## config.mk

```make
export PLATFORM = sky130hd
export DESIGN_NAME = multiplicador_seq
export DESIGN_NICKNAME = d
export VERILOG_FILES = /design/src/rtl/multiplicador_seq.sv
export SDC_FILE = /design/constraint.sdc
export NUM_CORES = 1
export LEC_CHECK = 0
export BUFFER_PORTS_ARGS = -buffer_cell sky130_fd_sc_hd__buf_2
export CORE_MARGIN = 1.5
export CORE_UTILIZATION = 50
export CTS_CLUSTER_SIZE = 14
export DETAILED_ROUTE_END_ITERATION = 10
export PLACE_DENSITY = 0.71
export SLEW_MARGIN = 40
export SYNTH_ARGS = -nofsm -noshare
export SYNTH_HDL_FRONTEND = slang
export SYNTH_SLANG_ARGS = --single-unit
export TNS_END_PERCENT = 30
```

## constraint.sdc

```tcl
create_clock -name clk -period 3 [get_ports clk]
set_input_delay 0.6 -clock clk [delete_from_list [all_inputs] [get_ports clk]]
set_output_delay 0.6 -clock clk [all_outputs]
set_load 0.01 [all_outputs]
```

## src/rtl/multiplicador_seq.sv

```systemverilog
// Radix-2 shift-add multiplier, unsigned or two's-complement, one multiplier bit per cycle.
// Latency: start accepted at edge k -> done pulses in the cycle after edge k+WIDTH.
// Backpressure: none; start is only sampled in IDLE and is dropped while busy or done.
module multiplicador_seq #(
  parameter int WIDTH = 4
) (
  input  logic                 clk,
  input  logic                 rst_n,
  input  logic                 start,
  input  logic [WIDTH-1:0]     A,
  input  logic [WIDTH-1:0]     B,
  input  logic                 signed_mode,
  output logic                 busy,
  output logic                 done,
  output logic [2*WIDTH-1:0]   P
);

  localparam int PW = 2 * WIDTH;
  localparam int CW = $clog2(WIDTH);
  localparam logic [CW-1:0] LAST_STEP = CW'(WIDTH - 1);

  typedef enum logic [1:0] {
    ST_IDLE,
    ST_CALC,
    ST_DONE
  } state_t;

  state_t            state_q;
  // Multiplicand is pre-extended to the full product width and shifted left
  // each step, so the partial product is just a gated copy of it.
  logic [PW-1:0]     mcand_q;
  // Multiplier shifts right each step; bit 0 is always the bit being processed.
  logic [WIDTH-1:0]  mplier_q;
  logic              smode_q;
  logic [PW-1:0]     acc_q;
  logic [CW-1:0]     cnt_q;
  logic [PW-1:0]     p_q;
  logic              busy_q;
  logic              done_q;

  logic [PW-1:0]     pp;
  logic              last_step;
  logic [PW-1:0]     acc_d;

  // Next accumulator value: add the partial product, or subtract it on the
  // sign-bit step in signed mode (the MSB of a two's-complement multiplier
  // carries negative weight).
  always_comb begin
    pp        = mplier_q[0] ? mcand_q : '0;
    last_step = (cnt_q == LAST_STEP);
    acc_d     = (smode_q && last_step) ? (acc_q - pp) : (acc_q + pp);
  end

  // Control FSM with datapath and registered outputs; reset wins over everything.
  always_ff @(posedge clk) begin
    if (!rst_n) begin
      state_q  <= ST_IDLE;
      mcand_q  <= '0;
      mplier_q <= '0;
      smode_q  <= 1'b0;
      acc_q    <= '0;
      cnt_q    <= '0;
      p_q      <= '0;
      busy_q   <= 1'b0;
      done_q   <= 1'b0;
    end else begin
      case (state_q)
        ST_IDLE: begin
          done_q <= 1'b0;
          if (start) begin
            mcand_q  <= {{WIDTH{signed_mode & A[WIDTH-1]}}, A};
            mplier_q <= B;
            smode_q  <= signed_mode;
            acc_q    <= '0;
            cnt_q    <= '0;
            busy_q   <= 1'b1;
            state_q  <= ST_CALC;
          end
        end
        ST_CALC: begin
          acc_q    <= acc_d;
          mcand_q  <= mcand_q << 1;
          mplier_q <= mplier_q >> 1;
          cnt_q    <= cnt_q + 1'b1;
          if (last_step) begin
            p_q     <= acc_d;
            busy_q  <= 1'b0;
            done_q  <= 1'b1;
            state_q <= ST_DONE;
          end
        end
        ST_DONE: begin
          done_q  <= 1'b0;
          state_q <= ST_IDLE;
        end
        default: begin
          busy_q  <= 1'b0;
          done_q  <= 1'b0;
          state_q <= ST_IDLE;
        end
      endcase
    end
  end

  assign busy = busy_q;
  assign done = done_q;
  assign P    = p_q;

endmodule

```

==> results by group <==
Die
  – Io pins: 22
  – Die area: 4050 um2
  – CORE AREA: 3440 um2
  – Die Wd: 63.7 um
  – Row cnt: 21
  – Die height: 63.7 um
  – Starting Density: 53.4%

STA
  – Relative slew slack: 52.4%
  – Period minus WS final: 2.69 ns
  – Final Hold Vio Count: 0
  – RSZ-0062 raised after global routing: no
  – Worst-margin pin slew: around 0.7 ns
  – Final Slew Violations: 0
  – Tcrit/Tclk final: 89.6%
  – Fin Setup TNS: 0 ns
  – Endpoints failing setup: 0
  – F_max: ~0.37 GHz
  – Setup ws final: 0.313 ns
  – Post-route clock skew: 0.00380 ns
  – Hold_ws: 0.453 ns

Pwr
  – Seq pwr share: 43.5%
  – Pwr Total: 1.20 mW
  – Switch Pwr: 0.346 mW
  – Power density cells: 575 nW/um2
  – Leakage power: 0.845 nW
  – Gate power share: 25.4%
  – Internal power: between 0.8 and 0.9 mW
  – Clock power frac: 31.1%
  – IR drop worst, VDD: 0.329 mV
  – Sw Ratio: 28.9%

Clocking
  – CTS Buf Count: 5
  – H-tree levels: 2
  – Clk buf depth: 2
  – Setup Fix Bufs, Post-CTS: 0
  – TritonCTS clock tree: built
  – Clock slew at reported path FFs: roughly 0.070 ns
  – Worst skew pair latency: 0.29 ns
  – CTS Sinks: 35
  – Root Buffer: clkbuf_8
  – Post-cts hold buffer count: 0

Routing
  – Vias: around 1500
  – Initial DRC count: 44
  – Detailed Route WL: ~3700 um
  – Initial DRT Pass Iterations: 4
  – DRC Markers: 0
  – DR WL/cell: 13.1 um
  – Detail Route Antenna Nets: 0
  – DR vias/cell: 5.25

Worst setup path
  – Crit-path cells: nor4_4, or2b_1, o21ai_0, xnor2_1, nand2_1, ha_1, o21ai_0, nand2b_1, o41ai_4, xnor2_1, or3_1, a31oi_1
  – Crit-path max cell delay: 0.40 ns
  – CP arrival: 2.90 ns
  – Crit path max-delay cell type: dfxtp_1
  – Critical Path End Type: register
  – Worst r2r src: mcand_q[0]
  – Setup crit start kind: register
  – Critical path peak fanout: 8
  – Req. time, crit path: 3.21 ns
  – Worst R2R Setup Slack: 0.31 ns
  – Worst Setup Path Type: reg2reg
  – Worst setup path startpoint: mcand_q[0]

Global routing
  – Pin count of the biggest net entering global routing: 22
  – First-pass GRT wire length: 6700 um
  – Grt ovf: 0
  – Initial antenna violation count: 0
  – Vias in the first global route: 1446
  – Total Routing Usage GR: 21.7%

Logic synthesis
  – Yosys reg bits: 35
  – Simple-gate portion of the synthesized area: a little under a quarter
  – Most used flip-flop cell after synthesis: dfxtp_1
  – Number of enable flip-flop cells after synthesis: 0
  – Mean Syn Cell Area: 8.36 um2
  – Post-synthesis sequential area ratio: 38.1%
  – Mapped Nets: 241
  – Count leader, synth: dfxtp_1
  – Cell variety after synth: 39
  – Synth Warn #: 0
  – Xor and xnor fraction of the mapped netlist area: under 10%
  – Synth Area in Compound Gates: 20.9%
  – Ys async rst share: 0%
  – Post-synth top cells: 35 x dfxtp_1, 34 x nand2_1, 24 x nor2_1
  – Mux share of post-synthesis cell area: 1.29%
  – Post-synth top area cell: dfxtp_1
  – Synth top area cells: dfxtp_1 38%, nand2_1 6.9%, a21oi_1 5.7%
  – Synthesized area: 1840 um2
  – Main combinational cell family by area after synthesis: simple AND/OR/NAND/NOR gates
  – Top-area cell type share of the netlist area: a little under two fifths
  – Mapped Cells: between 200 and 250
  – Adder-cell area share of the yosys netlist: 6.53%

Layout
  – Antenna Cells: 0
  – Fraction of layout cells with a size suffix above 1: 15.4%
  – Area growth syn-to-layout: 13.1%
  – Nets: 261
  – Number of fill cells: ~330
  – Post-route cell area: 2080 um2

Flow run
  – Max_cap viols: 0

Placed design
  – Setup WS pre-CTS: approximately 0.25 ns
  – Area after DPL: 1980 um2
  – Buffers added on ports: 21
  – GP Congestion: 0.767
  – Post-DP HPWL: 2730 um

Worst hold path
  – Worst min path class: reg2reg
  – Hold path start: P[5]

Status
  – Run status: finished clean
==> cells by family after synthesis <==
kind of cell	Yosys count
AO/OA/AOI/OAI	56
XOR/XNOR	13
adder cells (fa/ha/maj)	9
buffers and inverters	16
flip-flops	35
multiplexers	2
AND/OR/NAND/NOR	89
==> layout make-up <==
| cell class | instances | area (um2) | share of cell area [%] |
|---|---|---|---|
| Multi-Input combinational cell | 169 | 1080 | 51.9 |
| Sequential cell | 35 | 701 | 33.7 |
| Timing Repair Buffer | 23 | 120 | 5.77 |
| Inverter | 6 | 22.5 | 1.08 |
| Clock buffer | 8 | 100 | 4.81 |
| Tap cell | 46 | 57.6 | 2.77 |
==> routing by layer <==
layer  wire length, um  track usage, %  vias to the layer above  share of wire (%)
met3               166            7.32                        8                4.4
li1                  -               -                      796                  -
met1              1760            25.7                      667                 47
met5                 0               0                        -                  0
met2              1740            35.5                       35                 47
met4                77            9.24                        0                2.1
==> flip-flops by register name, indices dropped and copies added, names as in the netlist, 2 cells and up <==
name      flops
P             8
acc_q         8
cnt_q         2
mcand_q       8
mplier_q      4
state_q       2
==> repair_timing <==
item	CTS	global route
setup endpoints to repair	0	1
hold endpoints to repair	0	0
resized for setup	0	1
==> critical path, delay by kind of cell (launching register included) <==
kind	cells	cell delay (ns)
AO/OA/AOI/OAI	4	0.50
XOR/XNOR	2	0.28
adder cells (fa/ha/maj)	1	0.30
flip-flops	1	0.40
AND/OR/NAND/NOR	5	1.12
==> through the flow <==
step	utilization (%)	std cells
CTS	60.4	287
global route	60.5	287
detailed placement	57.5	279
global placement	57.5	279
finish	60.5	287
floorplan	-	220
==> path summary, 6_finish.rpt <==
path / cells after the start / endpoint
min: 2 / P[5]
max reg2reg: 12 / acc_q[7]
min reg2reg: 2 / P[5]
max: 12 / acc_q[7]
==> placed cells by master (no fill, tap or decap), types with 2 or more instances in the layout <==
master and instances:
xnor2_1 10, ha_1 7, o21a_1 2, buf_2 21, nand2_1 34, xor2_1 2
and2_1 4, o21ai_0 6, clkbuf_8 7, nand2b_1 8, a22oi_1 9, nor2_1 24
a211oi_1 2, nor2b_1 9, a21oi_1 21, dfxtp_1 35, a311oi_1 5, nand3_1 4
a21o_1 2, inv_1 6, buf_4 2
==> power groups by stage <==
stage	combinational (mW)	sequential (mW)	clock, mW
after detailed placement	0.304	0.530	0
after CTS	0.305	0.520	0.377
after global routing	0.343	0.523	0.402
final	0.304	0.520	0.372
after global placement	0.300	0.529	0
after floorplan	0.255	0.523	0
(Power assumes the default switching activity.)
